--- src/rtl/rvfi_imem_responder.sv ---
`default_nettype none
// rvfi_imem_responder: fixed-latency, in-order instruction fetch responder for riscv-formal.
// The halfword at imem_addr always reads as imem_data; every other halfword comes from fill_data.
module rvfi_imem_responder #(
  parameter int XLEN    = 32,
  parameter int LATENCY = 1,
  parameter int DEPTH   = 4
) (
  input  logic                       clock,
  input  logic                       reset_n,
  input  logic [XLEN-1:0]            imem_addr,
  input  logic [15:0]                imem_data,
  input  logic [31:0]                fill_data,
  input  logic                       req_valid,
  output logic                       req_ready,
  input  logic [XLEN-1:0]            req_addr,
  output logic                       rsp_valid,
  input  logic                       rsp_ready,
  output logic [XLEN-1:0]            rsp_addr,
  output logic [31:0]                rsp_data,
  output logic [$clog2(DEPTH+1)-1:0] outstanding
);

  localparam int                 PTR_W    = (DEPTH > 1) ? $clog2(DEPTH) : 1;
  localparam int                 CNT_W    = $clog2(DEPTH + 1);
  localparam logic [3:0]         CD_INIT  = 4'(LATENCY - 1);
  localparam logic [CNT_W-1:0]   CNT_MAX  = CNT_W'(DEPTH);
  localparam logic [PTR_W-1:0]   PTR_LAST = PTR_W'(DEPTH - 1);

  logic [XLEN-1:0]  addr_q [DEPTH];
  logic [31:0]      data_q [DEPTH];
  logic [3:0]       cd_q   [DEPTH];
  logic [PTR_W-1:0] wr_ptr;
  logic [PTR_W-1:0] rd_ptr;
  logic [CNT_W-1:0] count;

  logic             empty;
  logic             head_ready;
  logic             accept;
  logic             pop;
  logic [XLEN-1:0]  acc_addr;
  logic [XLEN-1:0]  acc_addr_hi;
  logic [15:0]      acc_lo;
  logic [15:0]      acc_hi;

  function automatic logic [PTR_W-1:0] ptr_next(input logic [PTR_W-1:0] p);
    return (p == PTR_LAST) ? '0 : p + PTR_W'(1);
  endfunction

  assign empty      = (count == '0);
  assign req_ready  = (count < CNT_MAX);
  assign head_ready = !empty && (cd_q[rd_ptr] == 4'd0);
  assign accept     = req_valid && req_ready;
  assign pop        = head_ready && rsp_ready;

  // Fetches are halfword aligned; the upper half address wraps modulo 2^XLEN.
  assign acc_addr    = {req_addr[XLEN-1:1], 1'b0};
  assign acc_addr_hi = acc_addr + XLEN'(2);
  assign acc_lo      = (acc_addr == imem_addr) ? imem_data : fill_data[15:0];
  assign acc_hi      = (acc_addr_hi == imem_addr) ? imem_data : fill_data[31:16];

  always_ff @(posedge clock or negedge reset_n) begin
    if (!reset_n) begin
      for (int i = 0; i < DEPTH; i++) begin
        addr_q[i] <= '0;
        data_q[i] <= '0;
        cd_q[i]   <= '0;
      end
      wr_ptr <= '0;
      rd_ptr <= '0;
      count  <= '0;
    end else begin
      // Countdowns run on every entry, so a stalled head does not delay those behind it.
      for (int i = 0; i < DEPTH; i++) begin
        if (accept && (wr_ptr == PTR_W'(i))) begin
          addr_q[i] <= acc_addr;
          data_q[i] <= {acc_hi, acc_lo};
          cd_q[i]   <= CD_INIT;
        end else if (cd_q[i] != 4'd0) begin
          cd_q[i] <= cd_q[i] - 4'd1;
        end
      end
      if (accept) begin
        wr_ptr <= ptr_next(wr_ptr);
      end
      if (pop) begin
        rd_ptr <= ptr_next(rd_ptr);
      end
      if (accept && !pop) begin
        count <= count + CNT_W'(1);
      end else if (pop && !accept) begin
        count <= count - CNT_W'(1);
      end
    end
  end

  assign rsp_valid   = head_ready;
  assign rsp_addr    = head_ready ? addr_q[rd_ptr] : '0;
  assign rsp_data    = head_ready ? data_q[rd_ptr] : '0;
  assign outstanding = count;

endmodule
`default_nettype wire
--- config.mk ---
export PLATFORM = sky130hd
export DESIGN_NAME = rvfi_imem_responder
export DESIGN_NICKNAME = d
export VERILOG_FILES = /design/src/rtl/rvfi_imem_responder.sv
export SDC_FILE = /design/constraint.sdc
export NUM_CORES = 1
export LEC_CHECK = 0
export BUFFER_PORTS_ARGS = -buffer_cell sky130_fd_sc_hd__buf_2
export CORE_MARGIN = 10
export CORE_UTILIZATION = 50
export CTS_BUF_LIST = sky130_fd_sc_hd__clkbuf_4 sky130_fd_sc_hd__clkbuf_8
export CTS_CLUSTER_SIZE = 8
export DETAILED_ROUTE_END_ITERATION = 10
export GPL_TIMING_DRIVEN = 0
export PLACE_DENSITY = 0.71
export SLEW_MARGIN = 20
export SYNTH_ARGS = -nofsm -noshare
export SYNTH_HDL_FRONTEND = slang
export SYNTH_SLANG_ARGS = --single-unit
--- constraint.sdc ---
create_clock -name clock -period 7.48 [get_ports clock]
set_input_delay 2.244 -clock clock [delete_from_list [all_inputs] [get_ports clock]]
set_output_delay 2.244 -clock clock [all_outputs]
set_load 0.02 [all_outputs]
==> out/qor.yml <==
maxCapViolCount: 0
cts_tree: "done"
design.die.area_mm2: 0.0366
crit_top_cell: "buf_1"
fin_skew_ns: 0.0376
clk_pin_slew_ns: 0.06
placed_cells: 2054
vias_per_cell: 5.65
ios: 185
drive_above_1_share: 0.220
cp-start-kind: "flip-flop"
final_cell_mix: "452 x nand2_1, 275 x dfrtp_1, 176 x buf_2"
wirelength_um: 44200
worst_pin_slew_ns: 0.977
cts.path.max_buffers: 3
combPwrFrac: 0.423
dpl.hpwl_um: 32000
synth_edf_count: 0
cts_setup_buffers: 0
finalCritPeriodShare: 0.797
drt_iter0_drc: 1066
drv_slew: 0
required_ns: 5.24
worstPathArrival_ns: 3.72
relSlewSlack: 0.349
finalCriticalPeriod_ns: 5.96
hold_viol: 0
path_class: "flip-flop to output port"
area_growth_pct: 16.3
grt_pass1_wl_um: 70100
rows: 62
clkLatencyLatePin_ns: 0.57
layout_commonest_cell: "nand2_1"
grt_pass1_vias: 12728
antenna_found_initial: 1
pwr-share-clk: 0.202
seqPwrFrac: 0.375
stdcell_area_mm2: 0.0171
cp_cell_sequence: "clkbuf_1, buf_1, buf_1, mux4_2, nor2b_1, buf_2"
synth.avg_cell_area_um2: 9.78
ys_seq_elements: 275
portBuffers: 164
critPathTopFamily: "buffers and inverters"
p_leak_nw: 8.01
netSwitchingPower_mw: 2.67
outcome: "complete, no violations"
ys_warn_count: 0
track_usage: 0.242
yosysUniqueCellTypes: 59
stdcell_count: 2135
max_stage_delay_ns: 0.80
initial_utilization: 0.509
postPlaceCellArea_mm2: 0.0161
async_flop_share: 1.00
antenna_left: 0
grt_max_degree: 97
holdWs_ns: 0.469
cts_made_buffers: 46
worst-path-buf-inv: 4
drtPass1Iterations: 5
cts_hold_buf: 0
min_path_type: "flip-flop to flip-flop"
syn_inst: 1502
post_drt_wl_per_cell_um: 20.7
finalPower_mw: 6.94
yosysTopAreaCell: "dfrtp_1"
syn_nets: 1634
cpMaxStageDelayCell: "buf_1"
swShare: 0.384
pwr_density_cell_mw_per_mm2: 406
grt-ovfl-total: 0
yosys.area.top_type_share: 0.468
gp_congestion: 0.917
die_w_um: 191
synth_top_flop_cell: "dfrtp_1"
htreeDepth: 2
cts-root-buf: "clkbuf_8"
rsz0062_at_grt: "no"
ys_top_cells_by_area: "dfrtp_1 47%, nand2_1 12%, mux4_2 9.7%, a31oi_1 2.9%, nor2b_1 2.7%"
max_freq_mhz: 168
fin_nets: 1850
core_area_mm2: 0.0289
synth_area_mm2: 0.0147
vdd_drop_max_mv: 0.302
drc: 0
die_h_um: 191
end_kind: "output port"
path_max_fanout: 10
finalCoreUtilization: 0.592
ctsResizeCount: 0
seq_area_frac_synth: 0.468
setup-violations-final: 0
vias: 12065
intPower_mw: 4.27
cts.sinks: 275
[cells in the mapped netlist (all sizes together) (2+ instances only)]
| library cell | instances |
|---|---|
| nor3b | 2 |
| o21ai | 76 |
| a21o | 2 |
| a22oi | 3 |
| and2 | 4 |
| and3 | 2 |
| nand2 | 452 |
| or3 | 5 |
| xor2 | 17 |
| nor2b | 64 |
| nand4 | 31 |
| a31oi | 69 |
| a21oi | 13 |
| clkbuf | 81 |
| or2 | 3 |
| nor2 | 100 |
| or4 | 9 |
| mux2i | 23 |
| buf | 32 |
| mux2 | 4 |
| mux4 | 63 |
| nor3 | 12 |
| a211oi | 6 |
| inv | 33 |
| o31ai | 5 |
| dfrtp | 275 |
| a31o | 17 |
| nand4b | 3 |
| nor4 | 9 |
| ha | 15 |
| nand3 | 10 |
| nand3b | 4 |
| xnor2 | 38 |
| nand2b | 8 |
[power groups by stage]
stage	Combinational, mW	Sequential (mW)	Clock, mW
floorplan	2.11	2.49	0
global placement	2.84	2.56	0
detailed placement	2.95	2.60	0
CTS	2.96	2.59	1.42
global route	3.27	2.68	1.48
finish	2.94	2.60	1.40
[layer usage]
metal | global-route usage | wire, µm | up-vias
met5 | 0 | 0 | -
met4 | 0.0760 | 1030 | 0
met3 | 0.0368 | 2750 | 74
met2 | 0.402 | 21800 | 434
met1 | 0.319 | 18500 | 6006
li1 | - | - | 5551
[metrics by stage]
step           setup WS (ns)  TNS, ns
2_1_floorplan           2.47        0
3_3_place_gp          -0.800  -214.16
3_5_place_dp            1.69        0
4_1_cts                 1.50        0
5_1_grt                 1.28        0
6_report                1.52        0
[sequential cells by signal (all words and copies together), names as in the netlist]
register / cells
data_q: 128
outstanding: 3
addr_q: 124
rd_ptr: 2
wr_ptr: 2
cd_q: 16
[kinds of logic after synthesis]
| kind of cell | synth area share |
|---|---|
| other | 0.000255 |
| muxes | 0.115 |
| buffers and inverters | 0.0427 |
| AOI/OAI and AO/OA | 0.0919 |
| DFF | 0.468 |
| and+or+nand+nor | 0.235 |
| xor gates and xnor gates | 0.0328 |
| adders and majority gates | 0.0141 |
[path summary, 6_finish.rpt]
kind | from | slack [ns] | cells past startpoint | endpoint
setup / recovery | rd_ptr[0] | 1.52 | 6 | rsp_data[17]
hold / removal | addr_q[19] | 0.47 | 2 | addr_q[19]
setup reg to reg | cd_q[10] | 4.52 | 11 | outstanding[1]
hold reg to reg | addr_q[19] | 0.47 | 2 | addr_q[19]
max in group asynchronous | reset_n | 4.87 | 3 | data_q[102]
min in group asynchronous | reset_n | 1.56 | 1 | addr_q[31]
[worst reg2reg max path: cells and delay by family, from the launching register on]
family          cells  cell delay, ns
buf+inv             3            0.34
flops               1            0.42
mux                 1            0.27
compound gates      3            0.56
simple gates        2            0.64
fa+ha+maj           2            0.65
[cell type report]
cell class                 instances  area (µm²)
multi-input combinational       1081        7190
antenna                            1        2.50
inverter                          33         124
timing repair buffer             168         925
fill                            2500       11800
clock inverter                     4        22.5
sequential                       275        6880
clock buffer                      76         958
tap                              384         480
buffer                           113         503
Note: power is estimated with default switching activity, not from simulation.
